## config.mk

```make
export PLATFORM = sky130hd
export DESIGN_NAME = mem_burst_arbiter
export DESIGN_NICKNAME = d
export VERILOG_FILES = /design/src/rtl/mem_arb_pkg.sv /design/src/rtl/mem_burst_arbiter_rr_pick.sv /design/src/rtl/mem_burst_arbiter.sv
export SDC_FILE = /design/constraint.sdc
export NUM_CORES = 1
export LEC_CHECK = 0
export CAP_MARGIN = 10
export CORE_AREA = 2 2 356 358
export DETAILED_ROUTE_END_ITERATION = 7
export DIE_AREA = 0 0 358 360
export DONT_BUFFER_PORTS = 1
export PLACE_DENSITY_LB_ADDON = 0.15
export SLEW_MARGIN = 30
export SYNTH_ARGS = -nofsm -noshare
export SYNTH_HDL_FRONTEND = slang
export SYNTH_SLANG_ARGS = --single-unit
```

## constraint.sdc

```tcl
create_clock -name clk -period 3.1 [get_ports clk]
set_clock_uncertainty 0.2 [all_clocks]
set_input_delay 0.93 -clock clk [delete_from_list [all_inputs] [get_ports clk]]
set_output_delay 0.93 -clock clk [all_outputs]
set_load 0.01 [all_outputs]
```

## src/rtl/mem_arb_pkg.sv

```systemverilog
// ============================================================================
// Package : mem_arb_pkg
// Shared arbiter state encoding and ID-width helper for mem_burst_arbiter.
// Revision: 1.0 - initial release
// ============================================================================
`default_nettype none

package mem_arb_pkg;

  typedef enum logic [1:0] {
    ST_IDLE = 2'd0,
    ST_RD   = 2'd1,
    ST_WR   = 2'd2,
    ST_GAP  = 2'd3
  } arb_state_t;

  function automatic int id_width(input int n);
    return (n > 1) ? $clog2(n) : 1;
  endfunction

endpackage

`default_nettype wire

```

## src/rtl/mem_burst_arbiter_rr_pick.sv

```systemverilog
// ============================================================================
// Module  : rr_pick
// Combinational round-robin picker: first set request after ptr, wrapping.
// Revision: 1.0 - initial release
// ============================================================================
`default_nettype none

module rr_pick
  import mem_arb_pkg::*;
#(
  parameter int NUM_REQ = 4,
  parameter int ID_W    = 2
) (
  input  logic [NUM_REQ-1:0] req,
  input  logic [ID_W-1:0]    ptr,
  output logic               hit,
  output logic [ID_W-1:0]    idx
);

  // Scan farthest-first so the closest candidate after ptr is the last write.
  always_comb begin
    logic [ID_W-1:0] w_cand;
    hit    = 1'b0;
    idx    = '0;
    w_cand = '0;
    for (int k = NUM_REQ; k >= 1; k--) begin
      w_cand = ID_W'((int'(ptr) + k) % NUM_REQ);
      if (req[w_cand]) begin
        hit = 1'b1;
        idx = w_cand;
      end
    end
  end

endmodule

`default_nettype wire

```

## src/rtl/mem_burst_arbiter.sv

```systemverilog
// ============================================================================
// Module  : mem_burst_arbiter
// Round-robin share of one DDR burst port among NUM_REQ masters, one burst at
// a time. Optional macro MEM_ARB_PRIORITY_EN gives master 0 fixed top priority.
// Revision: 1.0 - initial release
// ============================================================================
`default_nettype none

module mem_burst_arbiter
  import mem_arb_pkg::*;
#(
  parameter int NUM_REQ      = 4,
  parameter int MEM_DATA_LEN = 64,
  parameter int ADDR_LEN     = 32,
  parameter int LEN_W        = 10
) (
  input  logic                             clk,
  input  logic                             rst,
  input  logic [NUM_REQ-1:0]               s_rd_valid,
  input  logic [NUM_REQ*LEN_W-1:0]         s_rd_burst_len,
  input  logic [NUM_REQ*ADDR_LEN-1:0]      s_rd_addr,
  output logic [NUM_REQ-1:0]               s_rd_ready,
  output logic [MEM_DATA_LEN-1:0]          s_rd_data,
  output logic [NUM_REQ-1:0]               s_rd_burst_finish,
  input  logic [NUM_REQ-1:0]               s_wr_valid,
  input  logic [NUM_REQ*LEN_W-1:0]         s_wr_burst_len,
  input  logic [NUM_REQ*ADDR_LEN-1:0]      s_wr_addr,
  input  logic [NUM_REQ*MEM_DATA_LEN-1:0]  s_wr_data,
  output logic [NUM_REQ-1:0]               s_wr_ready,
  output logic [NUM_REQ-1:0]               s_wr_burst_finish,
  output logic                             m_rd_valid,
  output logic [LEN_W-1:0]                 m_rd_burst_len,
  output logic [ADDR_LEN-1:0]              m_rd_addr,
  input  logic                             m_rd_ready,
  input  logic [MEM_DATA_LEN-1:0]          m_rd_data,
  input  logic                             m_rd_burst_finish,
  output logic                             m_wr_valid,
  output logic [LEN_W-1:0]                 m_wr_burst_len,
  output logic [ADDR_LEN-1:0]              m_wr_addr,
  output logic [MEM_DATA_LEN-1:0]          m_wr_data,
  input  logic                             m_wr_ready,
  input  logic                             m_wr_burst_finish,
  output logic [id_width(NUM_REQ)-1:0]     grant_id,
  output logic                             busy,
  output logic                             error
);

  localparam int ID_W = id_width(NUM_REQ);

  arb_state_t            r_state;
  arb_state_t            w_state_nxt;
  logic [ID_W-1:0]       r_rr_ptr;
  logic [ID_W-1:0]       r_grant_id;
  logic                  r_m_rd_valid;
  logic                  r_m_wr_valid;
  logic [LEN_W-1:0]      r_m_rd_len;
  logic [LEN_W-1:0]      r_m_wr_len;
  logic [ADDR_LEN-1:0]   r_m_rd_addr;
  logic [ADDR_LEN-1:0]   r_m_wr_addr;
  logic                  r_error;

  logic [NUM_REQ-1:0]    w_req;
  logic                  w_pick_hit;
  logic [ID_W-1:0]       w_pick_idx;
  logic                  w_win_hit;
  logic [ID_W-1:0]       w_win_idx;
  logic                  w_adv_ptr;
  logic                  w_grant;
  logic                  w_err_evt;

  logic [ADDR_LEN-1:0]     w_rd_addr [NUM_REQ];
  logic [ADDR_LEN-1:0]     w_wr_addr [NUM_REQ];
  logic [LEN_W-1:0]        w_rd_len  [NUM_REQ];
  logic [LEN_W-1:0]        w_wr_len  [NUM_REQ];
  logic [MEM_DATA_LEN-1:0] w_wr_dat  [NUM_REQ];

  for (genvar gi = 0; gi < NUM_REQ; gi++) begin : g_unpack
    assign w_rd_addr[gi] = s_rd_addr[gi*ADDR_LEN +: ADDR_LEN];
    assign w_wr_addr[gi] = s_wr_addr[gi*ADDR_LEN +: ADDR_LEN];
    assign w_rd_len[gi]  = s_rd_burst_len[gi*LEN_W +: LEN_W];
    assign w_wr_len[gi]  = s_wr_burst_len[gi*LEN_W +: LEN_W];
    assign w_wr_dat[gi]  = s_wr_data[gi*MEM_DATA_LEN +: MEM_DATA_LEN];
  end

  assign w_req = s_rd_valid | s_wr_valid;

  rr_pick #(
    .NUM_REQ (NUM_REQ),
    .ID_W    (ID_W)
  ) u_rr_pick (
    .req (w_req),
    .ptr (r_rr_ptr),
    .hit (w_pick_hit),
    .idx (w_pick_idx)
  );

`ifdef MEM_ARB_PRIORITY_EN
  // Master 0 overrides the rotation and leaves the pointer where it was.
  assign w_win_hit = w_pick_hit;
  assign w_win_idx = w_req[0] ? '0 : w_pick_idx;
  assign w_adv_ptr = ~w_req[0];
`else
  assign w_win_hit = w_pick_hit;
  assign w_win_idx = w_pick_idx;
  assign w_adv_ptr = 1'b1;
`endif

  assign w_grant = (r_state == ST_IDLE) && w_win_hit;

  always_comb begin
    w_state_nxt = r_state;
    case (r_state)
      ST_IDLE: if (w_win_hit) w_state_nxt = s_rd_valid[w_win_idx] ? ST_RD : ST_WR;
      ST_RD:   if (m_rd_burst_finish) w_state_nxt = ST_GAP;
      ST_WR:   if (m_wr_burst_finish) w_state_nxt = ST_GAP;
      ST_GAP:  w_state_nxt = ST_IDLE;
      default: w_state_nxt = ST_IDLE;
    endcase
  end

  always_ff @(posedge clk or negedge rst) begin
    if (!rst) r_state <= ST_IDLE;
    else      r_state <= w_state_nxt;
  end

  always_ff @(posedge clk or negedge rst) begin
    if (!rst) begin
      r_rr_ptr     <= ID_W'(NUM_REQ - 1);
      r_grant_id   <= '0;
      r_m_rd_valid <= 1'b0;
      r_m_wr_valid <= 1'b0;
      r_m_rd_len   <= '0;
      r_m_wr_len   <= '0;
      r_m_rd_addr  <= '0;
      r_m_wr_addr  <= '0;
    end else begin
      if (w_grant) begin
        r_grant_id <= w_win_idx;
        if (w_adv_ptr) r_rr_ptr <= w_win_idx;
        if (s_rd_valid[w_win_idx]) begin
          r_m_rd_valid <= 1'b1;
          r_m_rd_addr  <= w_rd_addr[w_win_idx];
          r_m_rd_len   <= w_rd_len[w_win_idx];
        end else begin
          r_m_wr_valid <= 1'b1;
          r_m_wr_addr  <= w_wr_addr[w_win_idx];
          r_m_wr_len   <= w_wr_len[w_win_idx];
        end
      end
      if ((r_state == ST_RD) && m_rd_burst_finish) r_m_rd_valid <= 1'b0;
      if ((r_state == ST_WR) && m_wr_burst_finish) r_m_wr_valid <= 1'b0;
    end
  end

  // Stray or cross-channel finishes and early valid drops are all sticky.
  assign w_err_evt = (m_rd_burst_finish && (r_state != ST_RD)) ||
                     (m_wr_burst_finish && (r_state != ST_WR)) ||
                     ((r_state == ST_RD) && !s_rd_valid[r_grant_id]) ||
                     ((r_state == ST_WR) && !s_wr_valid[r_grant_id]);

  always_ff @(posedge clk or negedge rst) begin
    if (!rst)           r_error <= 1'b0;
    else if (w_err_evt) r_error <= 1'b1;
  end

  always_comb begin
    s_rd_ready        = '0;
    s_rd_burst_finish = '0;
    s_wr_ready        = '0;
    s_wr_burst_finish = '0;
    m_wr_data         = '0;
    if (r_state == ST_RD) begin
      s_rd_ready[r_grant_id]        = m_rd_ready;
      s_rd_burst_finish[r_grant_id] = m_rd_burst_finish;
    end
    if (r_state == ST_WR) begin
      s_wr_ready[r_grant_id]        = m_wr_ready;
      s_wr_burst_finish[r_grant_id] = m_wr_burst_finish;
      m_wr_data                     = w_wr_dat[r_grant_id];
    end
  end

  assign s_rd_data      = m_rd_data;
  assign m_rd_valid     = r_m_rd_valid;
  assign m_rd_burst_len = r_m_rd_len;
  assign m_rd_addr      = r_m_rd_addr;
  assign m_wr_valid     = r_m_wr_valid;
  assign m_wr_burst_len = r_m_wr_len;
  assign m_wr_addr      = r_m_wr_addr;
  assign grant_id       = r_grant_id;
  assign busy           = (r_state == ST_RD) || (r_state == ST_WR);
  assign error          = r_error;

endmodule

`default_nettype wire

```

* Word level (Yosys, flattened, before mapping)
Cells that the tools add are included.
** Cells by class
- $add $sub $neg :: 4
- Magnitude comparators :: 9
- Eq/ne operators :: 9
- Multiplexer cells :: 55
- Bitwise operators :: 8
- Reductions and logical operators :: 23
** Operators by type and width (number)
- $mux 64 :: 3
- $bmux 32 s2 :: 2
- $bmux 64 s2 :: 1
- $mux 32 :: 4
- $bmux 10 s2 :: 2
- $mux 10 :: 4
- $lt 2x3->1 const B :: 6
- $mux 1 :: 18
- $and 4x4->4 :: 4
- $mux 2 :: 8
- $mux 4 :: 4
- $bmux 1 s2 :: 7
- $logic_and 1x1->1 :: 8
- $ne 2x2->1 const B :: 4
- $pmux 2 s4 :: 1
- $reduce_and 2->1 :: 4
- $ge 3x3->1 const B :: 2
- $not 2->3 :: 2
- $reduce_bool 2->1 :: 3
- $add 2x1->2 const B :: 2
- $add 2x2->2 const B :: 2
- $eq 2x2->1 const B :: 2
- $logic_or 1x1->1 :: 4
- $ne 2x1->1 const B :: 2
- 8 further kinds :: 9
** Word-level totals
- Bits in registers :: 93
- Bits of input ports :: 670
- Output and inout port bits :: 234
- Word-level logic and storage cells :: 118

* Logic depth before layout (Yosys ltp)
- Depth after elaboration :: 12
- Gate-level depth with buffers :: 10
- Gate-level depth less buffers :: 7

* By module
A second synthesis with hierarchy kept.
** Unflattened totals
- Cell total of the unflattened synthesis :: 590
- Area, all modules :: 8536.9 um^2
** By module, submodules not included
- mem_burst_arbiter :: instances 1, cells each 576, area each 8445.6 um^2, seq. area each 2329.7 um^2
- rr_pick :: instances 1, cells each 14, area each 91.3 um^2, seq. area each 0.0 um^2

* Least setup slack after synthesis
OpenSTA, ideal clock, no wires.
- Kind :: reg2out
- From :: reg r_grant_id[0] (netlist: grant_id[0])
- To :: out m_wr_data[0]
- Arrival time :: 1.969 ns
- Data required time :: 1.970 ns
- Path slack :: 0.001 ns
- Stages on the path, launching flop included :: 5
- Path buffers :: 2
- Cells stage by stage :: dfrtp_1 -> clkbuf_1 -> buf_1 -> mux4_2 -> and2_1
** Between the ends
- Word-level cells in the longest chain between the ends :: 5
** RTL lines
- from (decl) :: line mem_burst_arbiter.sv:53 : logic [ID_W-1:0] r_grant_id;
- from (signal assigned) :: line mem_burst_arbiter.sv:138 : r_grant_id <= w_win_idx;
- $not 2->3 (not written as such) :: line mem_burst_arbiter.sv:179 : m_wr_data = w_wr_dat[r_grant_id];
- $bmux 64 s2 :: line mem_burst_arbiter.sv:179
- $mux 64 (not written as such) (2 in series) :: line mem_burst_arbiter.sv:179
- $mux 64 :: line mem_burst_arbiter.sv:176 : if (r_state == ST_WR) begin
- to (decl) :: line mem_burst_arbiter.sv:40 : output logic [MEM_DATA_LEN-1:0] m_wr_data,
Every way passes these cells. The select of a mux whose other input is x is not followed.

* Worst setup path after layout
- From :: reg r_grant_id[0] (netlist: grant_id[0])
- To :: out m_wr_data[34]
Same word-level chain as after synthesis.

==> flow_summary_export.csv <==
group,metric,value,unit
logic_synthesis,ys_top_cells_by_area,"mux2i_1 28%, dfrtp_1 25%, mux4_2 16%",
clock_network,clkTransAtPathRegs,0.11,ns
logic_synthesis,synth_xor_area_frac,0,
job,maxCapViolCount,0,
logic_synthesis,synth-seq-cells,93,
timing,rsz0062_at_grt,"true",
logic_synthesis,synth.top_cells.by_count,"254 x mux2i_1, 91 x dfrtp_1, 76 x buf_4, 66 x mux4_2, 64 x and2_1",
floorplanning,core,0.125,sq mm
routing,ant_nets,0,
clock_network,cts_root_buf,"clkbuf_16",
pwr,power.net_switching,5.61,mW
clock_network,cts_buffers,9,
worst_hold_path,hp-class,"in2async",
global_route,grt_pass1_wl,76100,um
timing,maxSlewHeadroom,0.625,
pwr,power_frac_comb,0.675,
global_route,antenna_found_initial,88,
global_route,gr-usage-all-layers,0.0919,
clock_network,cts.sinks,93,
logic_synthesis,yosysSeqAreaShare,0.253,
clock_network,cts_tree,"yes",
logic_synthesis,synth_top_flop_cell,"dfrtp_1",
timing,fin_crit_sh,1.02,
setup_path,path_max_fanout,6,
pwr,ir_worst_vdd,431,uV
setup_path,cp-start-kind,"flop",
finish,multi_input_area,0.00622,sq mm
clock_network,clk-insertion-delay-late,0.44,ns
routing,wl_per_cell,25.5,um
routing,drt_iter0_drc,340,
logic_synthesis,yosysWarningCount,0,
setup_path,reg2regPathDepth,9,
setup_path,worstPathRequired,1.97,ns
global_route,overflow,0,
routing,viasPerCell,2.85,
global_route,grt_max_degree,94,
finish,drive_gt1_frac,0.437,
logic_synthesis,synth.largest_area_cell,"mux2i_1",
run_status,violations,"negative hold slack, negative setup slack",
setup_path,ff2ff_setup_slack,0.13,ns
logic_synthesis,synth_top_family_by_area,"multiplexers",
finish,final_nets,1416,
floorplanning,ios,904,
setup_path,crit_type,"reg2out",
finish,seqCellArea,0.00234,sq mm
logic_synthesis,synthAdderAreaFrac,0.00408,
routing,drc_errors,0,
timing,fmax,0.318,GHz
logic_synthesis,ys_types,41,
pwr,switching_share,0.437,
pwr,power.leakage,4.68,nW
pwr,seqPwrFrac,0.219,
logic_synthesis,synthMostInstantiatedCell,"mux2i_1",
pwr,clkPwrFrac,0.106,
timing,hold_violations,6,
logic_synthesis,yosysTopAreaCellShare,0.276,
setup_path,critical_path_arrival,2.02,ns
floorplanning,rows,130,
logic_synthesis,synth_enable_flop_cells,0,
floorplanning,fp.dieH,360,um
logic_synthesis,syn_area,0.00921,sq mm
run_status,status,"complete, but fails checks",
pwr,power.internal,7.24,mW
logic_synthesis,synth_compound_area_frac,0.0209,
timing,maxSlewViolCount,0,
finish,area_growth,31.2,%
timing,period_minus_slack,3.15,ns
logic_synthesis,synth.area.mux_share,0.558,
logic_synthesis,synthSimpleGateAreaFrac,0.0678,
floorplanning,die_w,358,um
timing,tightest_slew,0.561,ns
logic_synthesis,syn-num-nets,1448,
routing,vias,6892,
timing,fin_tns_setup,-0.256,ns
logic_synthesis,syn_inst,775,
placement,hpwl,53100,um
timing,whs,-0.00664,ns
floorplanning,start_util,0.0737,
clock_network,cts_max_level,3,
routing,drt_first_pass_iters,4,
logic_synthesis,syn_area_per_cell,11.9,sq um
logic_synthesis,async_reset_ff_frac,1.00,
clock_network,clk_path_buf_depth,2,
global_route,grt_pass1_vias,7306,
routing,drt-total-wl,61500,um
placement,place.gp.congestion,0.787,
floorplanning,die_area,0.129,sq mm
pwr,pwr_density_cell,1060,mW/mm^2
finish,fill_cells,14400,
setup_path,endpoint_kind,"primary output",
timing,finalSetupViolCount,18,
timing,setup_ws,-0.0477,ns
placement,portBuffers,0,
worst max-delay path: stages, from the launching register on:
cell and delay, ns:
dfrtp_4 0.48, buf_8 0.15, buf_12 0.14, mux4_2 0.58
and2_4 0.22
routing by layer:
metal	part of all wire	GRT usage	vias up	wire, um
li1	-	-	2777	-
met4	0.038	0.0356	12	2340
met2	0.52	0.171	639	32200
met1	0.34	0.0942	3287	20700
met3	0.10	0.0293	177	6150
met5	0.0015	0	-	91
path summary, 6_finish.rpt:
kind                            endpoint         startpoint
max in group asynchronous    r_rr_ptr[0]                rst
max                        m_wr_data[34]        grant_id[0]
min                         m_wr_addr[6]                rst
min reg2reg                   r_state[0]         r_state[0]
max reg2reg                 m_wr_addr[9]        r_rr_ptr[1]
min in group clk              m_wr_valid  m_wr_burst_finish
kinds of logic (layout without fill, tap and decap cells):
logic type | Yosys count | count (layout)
other | 0 | 18
adders and majority gates | 3 | 3
buffers and inverters | 136 | 109
AOI/OAI and AO/OA | 27 | 27
muxes | 406 | 406
DFF | 93 | 93
and+or+nand+nor | 110 | 110
layout by cell type (no fill, tap or decap), types with 2 or more instances in the layout:
master     count
mux2i_1      253
dfrtp_1       89
mux4_2        66
and2_4        64
buf_4         51
mux2_2        43
mux2_4        37
buf_12        23
nor2_1        19
diode_2       18
inv_1          9
nand2_1        9
clkbuf_16      9
buf_16         7
nor3_1         6
mux2_1         6
o21ai_0        5
a21oi_1        4
nand2b_1       3
o21ai_1        3
o22ai_1        3
nand2_4        2
ha_1           2
inv_8          2
dfrtp_4        2
dfstp_2        2
power groups by stage:
stage | Combinational, mW | Clock, mW | Sequential [mW]
5_1_grt | 9.39 | 1.51 | 2.92
4_1_cts | 8.99 | 1.51 | 2.87
2_1_floorplan | 5.86 | 0 | 2.48
3_5_place_dp | 7.88 | 0 | 2.96
6_report | 8.67 | 1.36 | 2.82
3_3_place_gp | 7.78 | 0 | 3.01
per-stage QoR:
stage | cell area [sq um] | setup WS, ns | cells | util | power, mW
after floorplan | 9210 | 0.00116 | 775 | - | 8.33
after global placement | 11200 | -0.315 | 2366 | 0.0896 | 10.8
after detailed placement | 11200 | -0.339 | 2366 | 0.0896 | 10.8
after CTS | 12100 | -0.149 | 2399 | 0.0965 | 13.4
after global routing | 12100 | -0.126 | 2405 | 0.0965 | 13.8
final | 12100 | -0.0477 | 2416 | 0.0968 | 12.9
final cells by class:
cell class	instances	area share
Clock inverter	7	0.00776
Sequential cell	93	0.193
Tap cell	1650	0.171
Timing Repair Buffer	83	0.0879
Clock buffer	9	0.0186
Antenna cell	18	0.00373
Multi-Input combinational cell	546	0.515
Inverter	10	0.00311
state kept, by name (all words and copies together) (netlist names):
register	cells
m_rd_addr	32
m_wr_addr	32
m_rd_burst_len	10
m_wr_burst_len	10
grant_id	2
r_rr_ptr	2
r_state	2
error	1
m_rd_valid	1
m_wr_valid	1
timing repair:
action	in CTS	in global routing
endpoints found under the hold margin	91	91
endpoints found under the setup margin	72	76
resized for setup	96	3
pin swaps	1	0
buffers inserted	11	0
cloned	7	0
(Power assumes the default switching activity.)
